$ cat config.mk
export PLATFORM = sky130hd
export DESIGN_NAME = muldiv_unit
export DESIGN_NICKNAME = d
export VERILOG_FILES = /design/src/rtl/muldiv_pkg.sv /design/src/rtl/muldiv_step.sv /design/src/rtl/muldiv_unit.sv
export SDC_FILE = /design/constraint.sdc
export NUM_CORES = 1
export LEC_CHECK = 0
export BUFFER_PORTS_ARGS = -buffer_cell sky130_fd_sc_hd__buf_2
export CAP_MARGIN = 5
export CELL_PAD_IN_SITES_DETAIL_PLACEMENT = 0
export CELL_PAD_IN_SITES_GLOBAL_PLACEMENT = 1
export CORE_AREA = 2 2 155 187
export DETAILED_ROUTE_END_ITERATION = 7
export DIE_AREA = 0 0 157 189
export GPL_ROUTABILITY_DRIVEN = 1
export PLACE_DENSITY_LB_ADDON = 0.1
export SLEW_MARGIN = 20
export SYNTH_ARGS = -nofsm -noshare
export SYNTH_HDL_FRONTEND = slang
export SYNTH_SLANG_ARGS = --single-unit
$ cat constraint.sdc
create_clock -name clk -period 4.01 [get_ports clk]
set_input_delay 0 -clock clk [delete_from_list [all_inputs] [get_ports clk]]
set_output_delay 0 -clock clk [all_outputs]
set_load 0.02 [all_outputs]
$ cat src/rtl/muldiv_pkg.sv
// Shared definitions for the iterative multiply/divide unit: op encodings,
// controller states and the iteration-counter width helper.
package muldiv_pkg;

    localparam logic [2:0] OP_MULTU = 3'b000;
    localparam logic [2:0] OP_DIVU  = 3'b001;
    localparam logic [2:0] OP_MTHI  = 3'b010;
    localparam logic [2:0] OP_MTLO  = 3'b011;
    localparam logic [2:0] OP_MULT  = 3'b100;
    localparam logic [2:0] OP_DIV   = 3'b101;

    typedef enum logic [1:0] {
        ST_IDLE,
        ST_RUN,
        ST_FIX
    } state_t;

    // Counter must be able to hold the value WIDTH itself.
    function automatic int cnt_width(input int w);
        return $clog2(w) + 1;
    endfunction

endpackage

$ cat src/rtl/muldiv_step.sv
// One iteration of the shift-add multiplier / restoring divider.
// Purely combinational; a single WIDTH+1-bit adder serves both modes
// (subtraction done as add of the inverted operand plus carry-in).
module muldiv_step
    import muldiv_pkg::*;
#(
    parameter int WIDTH = 32
) (
    input  logic             mode_div,
    input  logic [WIDTH-1:0] acc_hi,
    input  logic [WIDTH-1:0] acc_lo,
    input  logic [WIDTH-1:0] breg,
    output logic [WIDTH-1:0] next_hi,
    output logic [WIDTH-1:0] next_lo
);

    logic [WIDTH:0] rem;
    logic [WIDTH:0] opa;
    logic [WIDTH:0] opb;
    logic [WIDTH:0] res;

    // Select operands, run the shared adder/subtractor and form the shifted result.
    always_comb begin
        rem = {acc_hi, acc_lo[WIDTH-1]};
        opa = mode_div ? rem : {1'b0, acc_hi};
        opb = (mode_div || acc_lo[0]) ? {1'b0, breg} : '0;
        res = opa + (mode_div ? ~opb : opb) + {{WIDTH{1'b0}}, mode_div};
        if (mode_div) begin
            // res[WIDTH] set means the trial subtraction borrowed: restore.
            next_hi = res[WIDTH] ? rem[WIDTH-1:0] : res[WIDTH-1:0];
            next_lo = {acc_lo[WIDTH-2:0], ~res[WIDTH]};
        end else begin
            next_hi = res[WIDTH:1];
            next_lo = {res[0], acc_lo[WIDTH-1:1]};
        end
    end

endmodule

$ cat src/rtl/muldiv_unit.sv
// Iterative multiply/divide controller with architectural HI/LO registers.
// One result bit per cycle over WIDTH cycles, then a fix/commit cycle.
// Optional signed MULT/DIV support is built when MULDIV_SIGNED_EN is defined.
module muldiv_unit
    import muldiv_pkg::*;
#(
    parameter int WIDTH = 32
) (
    input  logic             clk,
    input  logic             reset_n,
    input  logic             start,
    input  logic [2:0]       op,
    input  logic [WIDTH-1:0] srca,
    input  logic [WIDTH-1:0] srcb,
    input  logic             flush,
    output logic             busy,
    output logic             done,
    output logic             div_by_zero,
    output logic [WIDTH-1:0] hi,
    output logic [WIDTH-1:0] lo
);

    localparam int CW = cnt_width(WIDTH);

    state_t             state;
    state_t             state_n;
    logic [CW-1:0]      cnt;
    logic [WIDTH-1:0]   acc_hi;
    logic [WIDTH-1:0]   acc_lo;
    logic [WIDTH-1:0]   breg;
    logic [WIDTH-1:0]   step_hi;
    logic [WIDTH-1:0]   step_lo;
    logic [WIDTH-1:0]   fix_hi;
    logic [WIDTH-1:0]   fix_lo;
    logic [2*WIDTH-1:0] prod;
    logic [WIDTH-1:0]   cap_a;
    logic [WIDTH-1:0]   cap_b;
    logic               mode_div;
    logic               op_md;
    logic               accept_md;
    logic               accept_mt;
`ifdef MULDIV_SIGNED_EN
    logic               sign_a;
    logic               sign_b;
    logic               neg_a;
    logic               neg_b;
`endif

    assign busy = (state != ST_IDLE);

    // Decode legal mul/div ops and form the operand values captured on accept.
    always_comb begin
        op_md = (op == OP_MULTU) || (op == OP_DIVU);
        cap_a = srca;
        cap_b = srcb;
`ifdef MULDIV_SIGNED_EN
        op_md = op_md || (op == OP_MULT) || (op == OP_DIV);
        neg_a = op[2] && srca[WIDTH-1];
        neg_b = op[2] && srcb[WIDTH-1];
        if (neg_a) cap_a = -srca;
        if (neg_b) cap_b = -srcb;
`endif
    end

    // Controller state register.
    always_ff @(posedge clk or negedge reset_n) begin
        if (!reset_n) state <= ST_IDLE;
        else          state <= state_n;
    end

    // Next-state and accept decode; flush overrides every transition.
    always_comb begin
        state_n   = state;
        accept_md = 1'b0;
        accept_mt = 1'b0;
        case (state)
            ST_IDLE: begin
                if (start && !flush) begin
                    if (op_md) begin
                        accept_md = 1'b1;
                        state_n   = ST_RUN;
                    end else if (op == OP_MTHI || op == OP_MTLO) begin
                        accept_mt = 1'b1;
                    end
                end
            end
            // Leave RUN on the edge where the count reaches WIDTH.
            ST_RUN:  if (cnt == CW'(WIDTH - 1)) state_n = ST_FIX;
            ST_FIX:  state_n = ST_IDLE;
            default: state_n = ST_IDLE;
        endcase
        if (flush) state_n = ST_IDLE;
    end

    // Sign fix and divide-by-zero override applied to the finished working registers.
    always_comb begin
        prod   = {acc_hi, acc_lo};
        fix_hi = acc_hi;
        fix_lo = acc_lo;
        if (mode_div) begin
`ifdef MULDIV_SIGNED_EN
            if (sign_a ^ sign_b) fix_lo = -acc_lo;
            if (sign_a)          fix_hi = -acc_hi;
`endif
            // With a zero divisor the remainder path has shifted the whole
            // dividend into acc_hi, so only the quotient needs forcing.
            if (breg == '0) fix_lo = '1;
        end else begin
`ifdef MULDIV_SIGNED_EN
            if (sign_a ^ sign_b) prod = -prod;
`endif
            fix_hi = prod[2*WIDTH-1:WIDTH];
            fix_lo = prod[WIDTH-1:0];
        end
    end

    muldiv_step #(
        .WIDTH (WIDTH)
    ) u_step (
        .mode_div (mode_div),
        .acc_hi   (acc_hi),
        .acc_lo   (acc_lo),
        .breg     (breg),
        .next_hi  (step_hi),
        .next_lo  (step_lo)
    );

    // Working registers, counter, HI/LO and status flags.
    always_ff @(posedge clk or negedge reset_n) begin
        if (!reset_n) begin
            cnt         <= '0;
            acc_hi      <= '0;
            acc_lo      <= '0;
            breg        <= '0;
            mode_div    <= 1'b0;
            hi          <= '0;
            lo          <= '0;
            div_by_zero <= 1'b0;
            done        <= 1'b0;
`ifdef MULDIV_SIGNED_EN
            sign_a      <= 1'b0;
            sign_b      <= 1'b0;
`endif
        end else begin
            done <= 1'b0;
            if (flush) begin
                cnt      <= '0;
                acc_hi   <= '0;
                acc_lo   <= '0;
                breg     <= '0;
                mode_div <= 1'b0;
`ifdef MULDIV_SIGNED_EN
                sign_a   <= 1'b0;
                sign_b   <= 1'b0;
`endif
            end else begin
                if (accept_md) begin
                    cnt      <= '0;
                    acc_hi   <= '0;
                    acc_lo   <= cap_a;
                    breg     <= cap_b;
                    mode_div <= op[0];
`ifdef MULDIV_SIGNED_EN
                    sign_a   <= neg_a;
                    sign_b   <= neg_b;
`endif
                end
                if (accept_mt) begin
                    if (op == OP_MTHI) hi <= srca;
                    else               lo <= srca;
                end
                if (state == ST_RUN) begin
                    acc_hi <= step_hi;
                    acc_lo <= step_lo;
                    cnt    <= cnt + CW'(1);
                end
                if (state == ST_FIX) begin
                    hi   <= fix_hi;
                    lo   <= fix_lo;
                    done <= 1'b1;
                    if (mode_div) div_by_zero <= (breg == '0);
                end
            end
        end
    end

endmodule

==> summary.md <==
| Metric | Value |
|---|---|
| Status | `finished, final reports clean` |
| CP Capture Type | `flop` |
| Die H | `189 um` |
| Mapped cell area | `0.0110 mm^2` |
| Wire length per cell | `18.5 um` |
| Highest clock rate | `0.262 GHz` |
| Ys flop type | `dfrtp_1` |
| Critical path fanouts, max | `62` |
| Antenna cells | `0` |
| Initial DRC Count | `580` |
| Setup TNS after final layout | `0 ns` |
| H-tree depth | `4` |
| # IOs | `138` |
| Vias in the first global route | `9889` |
| Hold/Removal Path Class | `in -> async` |
| Post-layout util | `48.0%` |
| GR Util All Layers | `23.0%` |
| Drt drc | `0` |
| Cts bufs inserted | `17` |
| Final Setup Violations | `0` |
| Syn nets | `1381` |
| First-pass GRT wire length | `54600 um` |
| Worst path max stage delay | `0.46 ns` |
| Top cells by area, synth | `dfrtp_1 (39%), nand2_1 (9.2%), mux2_2 (6.4%)` |
| Seq/Total Area, Yosys | `39.0%` |
| Area of the multi-input gates | `0.00630 mm^2` |
| Syn avg cell area | `8.60 um^2` |
| Arrival time worst endpoint | `4.15 ns` |
| Final Routed Wirelength | `33600 um` |
| Initial Util | `39.6%` |
| Worst-Margin Slew | `0.964 ns` |
| Port Buffers | `137` |
| Netlist cell types | `74` |
| Core area | `0.0277 mm^2` |
| Cell chain of the critical path | `buf_12 -> mux2_2 -> fa_1 -> a211oi_2 -> nor3_1 -> o311a_1 -> o21a_1 -> o211ai_2 -> o311ai_4 -> buf_12 -> a31o_2 -> o31ai_1` |
| Slew headroom | `35.6%` |
| Filler cells | `2759` |
| Largest net degree at the start of global routing | `102` |
| Cell mode on critical path | `buf_12` |
| Post-synth EDFFs | `0` |
| Root Driver | `clkbuf_16` |
| RSZ-0062 raised after global routing | `false` |
| CTS Buffer Depth | `2` |
| Total global routing overflow | `0` |
| Slew Viols, Final | `0` |
| Layout Cells excl Fill | `1820` |
| Max cap viols | `0` |
| CTS tree | `yes` |
| Top-count cell post-synth | `nand2_1` |
| Share of post-route cells with drive strength above 1 | `20.0%` |
| Vias | `10000` |
| Final hold vios | `0` |
| Row cnt | `67` |
| Antenna violations before repair | `0` |
| Full die area | `0.0297 mm^2` |
| Synth area leader | `dfrtp_1` |
| Yosys reg bits | `171` |
| Area delta synth->final | `21.4%` |
| WP data required | `4.34 ns` |
| Final HPWL DP | `23400 um` |
| Nets | `1535` |
| Slowest CP cell | `fa_1` |
| Peak supply drop | `0.262 mV` |
| Async set-reset flop share out of synthesis | `100%` |
| PD cells | `349 mW/mm^2` |
| Synth top area share | `39.0%` |
| Startpoint Class | `flop` |
| Critical path type | `reg -> reg` |
| Min Tclk post-route | `3.81 ns` |
| Pre-Repair DR Iteration Count | `5` |
| Synth Instances | `1277` |
| Reg clk slew, reported paths | `0.06 ns` |
| Final ANT Viol Nets | `0` |
| Die W | `157 um` |
| Post-route clock period utilization | `95.1%` |
| Clock Latency Late Sink | `0.43 ns` |
| Tot Pwr | `0.00465 W` |
| Synth warn | `0` |
| Vias per cell | `5.50` |
| Leak | `5.93 nW` |
| CTS Sinks | `171` |
| Most instantiated cells after synthesis | `nand2_1 (270), dfrtp_1 (171), clkbuf_1 (74)` |
| Routability congestion estimate | `0.880` |
| Register area | `0.00428 mm^2` |
| Worst Skew | `0.0101 ns` |
| Hold Slack | `0.140 ns` |
| Placed Cells incl. Taps | `1725` |
-- report_power, final --
| part | leakage, nW | switching [W] | internal, W | total, W |
|---|---|---|---|---|
| clock | 0.281 | 0.000699 | 0.00100 | 0.00170 |
| combinational | 3.42 | 0.000563 | 0.000352 | 0.000915 |
| sequential | 2.23 | 0.000132 | 0.00191 | 0.00204 |
| total | 5.93 | 0.00139 | 0.00326 | 0.00465 |
-- through the flow --
step | worst slack [ns] | area (um^2)
after floorplan | 0.124 | 11000
after global placement | 0.166 | 12100
after detailed placement | 0.168 | 12100
after CTS | 0.155 | 13300
after global routing | 0.0105 | 13300
final | 0.197 | 13300
-- cells by family (layout without fill, tap and decap cells) --
| group | count (synthesis) | count (layout) | share of synthesized area [%] |
|---|---|---|---|
| xor gates and xnor gates | 28 | 28 | 2.23 |
| DFF | 171 | 171 | 39.0 |
| and+or+nand+nor | 455 | 455 | 18.4 |
| adders and majority gates | 33 | 33 | 3.83 |
| buffers and inverters | 113 | 277 | 4.16 |
| muxes | 87 | 87 | 8.64 |
| AOI/OAI and AO/OA | 390 | 390 | 23.7 |
-- layer usage --
metal / vias to the layer above / track usage [%] / part of all wire [%]
li1: 4959 / - / -
met5: - / 0 / 0
met1: 4824 / 32.6 / 48
met3: 22 / 2.75 / 3.0
met4: 0 / 5.29 / 1.0
met2: 200 / 37.5 / 48
-- area by class of cell --
class	instances	area share [%]
Sequential cell	171	32.1
Clock buffer	21	3.45
Timing Repair Buffer	235	12.3
Multi-Input combinational cell	993	47.3
Clock inverter	8	0.901
Tap cell	379	3.56
Inverter	13	0.366
-- critical path: cells and delay by family (launching register included) --
family / cells / cell delay (ns)
AND/OR/NAND/NOR: 1 / 0.13
AO/OA/AOI/OAI: 7 / 1.78
buffers and inverters: 2 / 0.47
adder cells (fa/ha/maj): 1 / 0.46
multiplexers: 1 / 0.41
flip-flops: 1 / 0.43
-- registers in the layout (all words and copies together), names as in the netlist --
signal       count
acc_hi          32
acc_lo          32
breg            32
hi              32
lo              32
cnt              6
state            2
div_by_zero      1
done             1
mode_div         1
-- placed cells by master (no fill, tap or decap), types with 4 or more instances in the layout --
cell,n
a31oi_1,37
a211oi_1,37
nand2b_1,4
nand3b_1,4
o31ai_1,6
buf_4,28
a21oi_1,73
nor2b_1,34
o211ai_1,5
xnor2_1,14
a22oi_1,25
a21o_1,11
or3_1,7
nor2_1,68
o21a_1,9
o22ai_1,32
nor3_1,9
dlygate4sd3_1,66
buf_2,136
o21ai_0,64
nand4_1,8
inv_1,13
dfrtp_1,170
nand2_1,270
nand3_1,15
mux2_2,62
o21ai_1,21
clkbuf_16,17
nor4_1,9
a311oi_1,32
buf_12,4
mux2i_1,25
ha_1,32
xor2_1,14
-- timing repair --
item                                   4_1_cts  5_1_grt
setup buffers                                0        0
setup endpoints to repair                    0        1
endpoints found under the hold margin      198        0
hold buffers                                66        0
resized for setup                            0        1
-- final timing paths --
path	from	to	slack, ns	cells after the start
hold / removal	reset_n	lo[4]$_DFFE_PN0P_	0.14	2
setup reg to reg	mode_div$_DFFE_PN0P_	acc_hi[26]$_DFFE_PN0P_	0.20	12
hold reg to reg	lo[3]$_DFFE_PN0P_	lo[3]$_DFFE_PN0P_	0.47	2
max in group asynchronous	reset_n	mode_div$_DFFE_PN0P_	2.86	3
min in group clk	flush	acc_lo[24]$_DFFE_PN0P_	0.18	2
setup / recovery	mode_div$_DFFE_PN0P_	acc_hi[26]$_DFFE_PN0P_	0.20	12
Note: power is estimated with default switching activity, not from simulation.
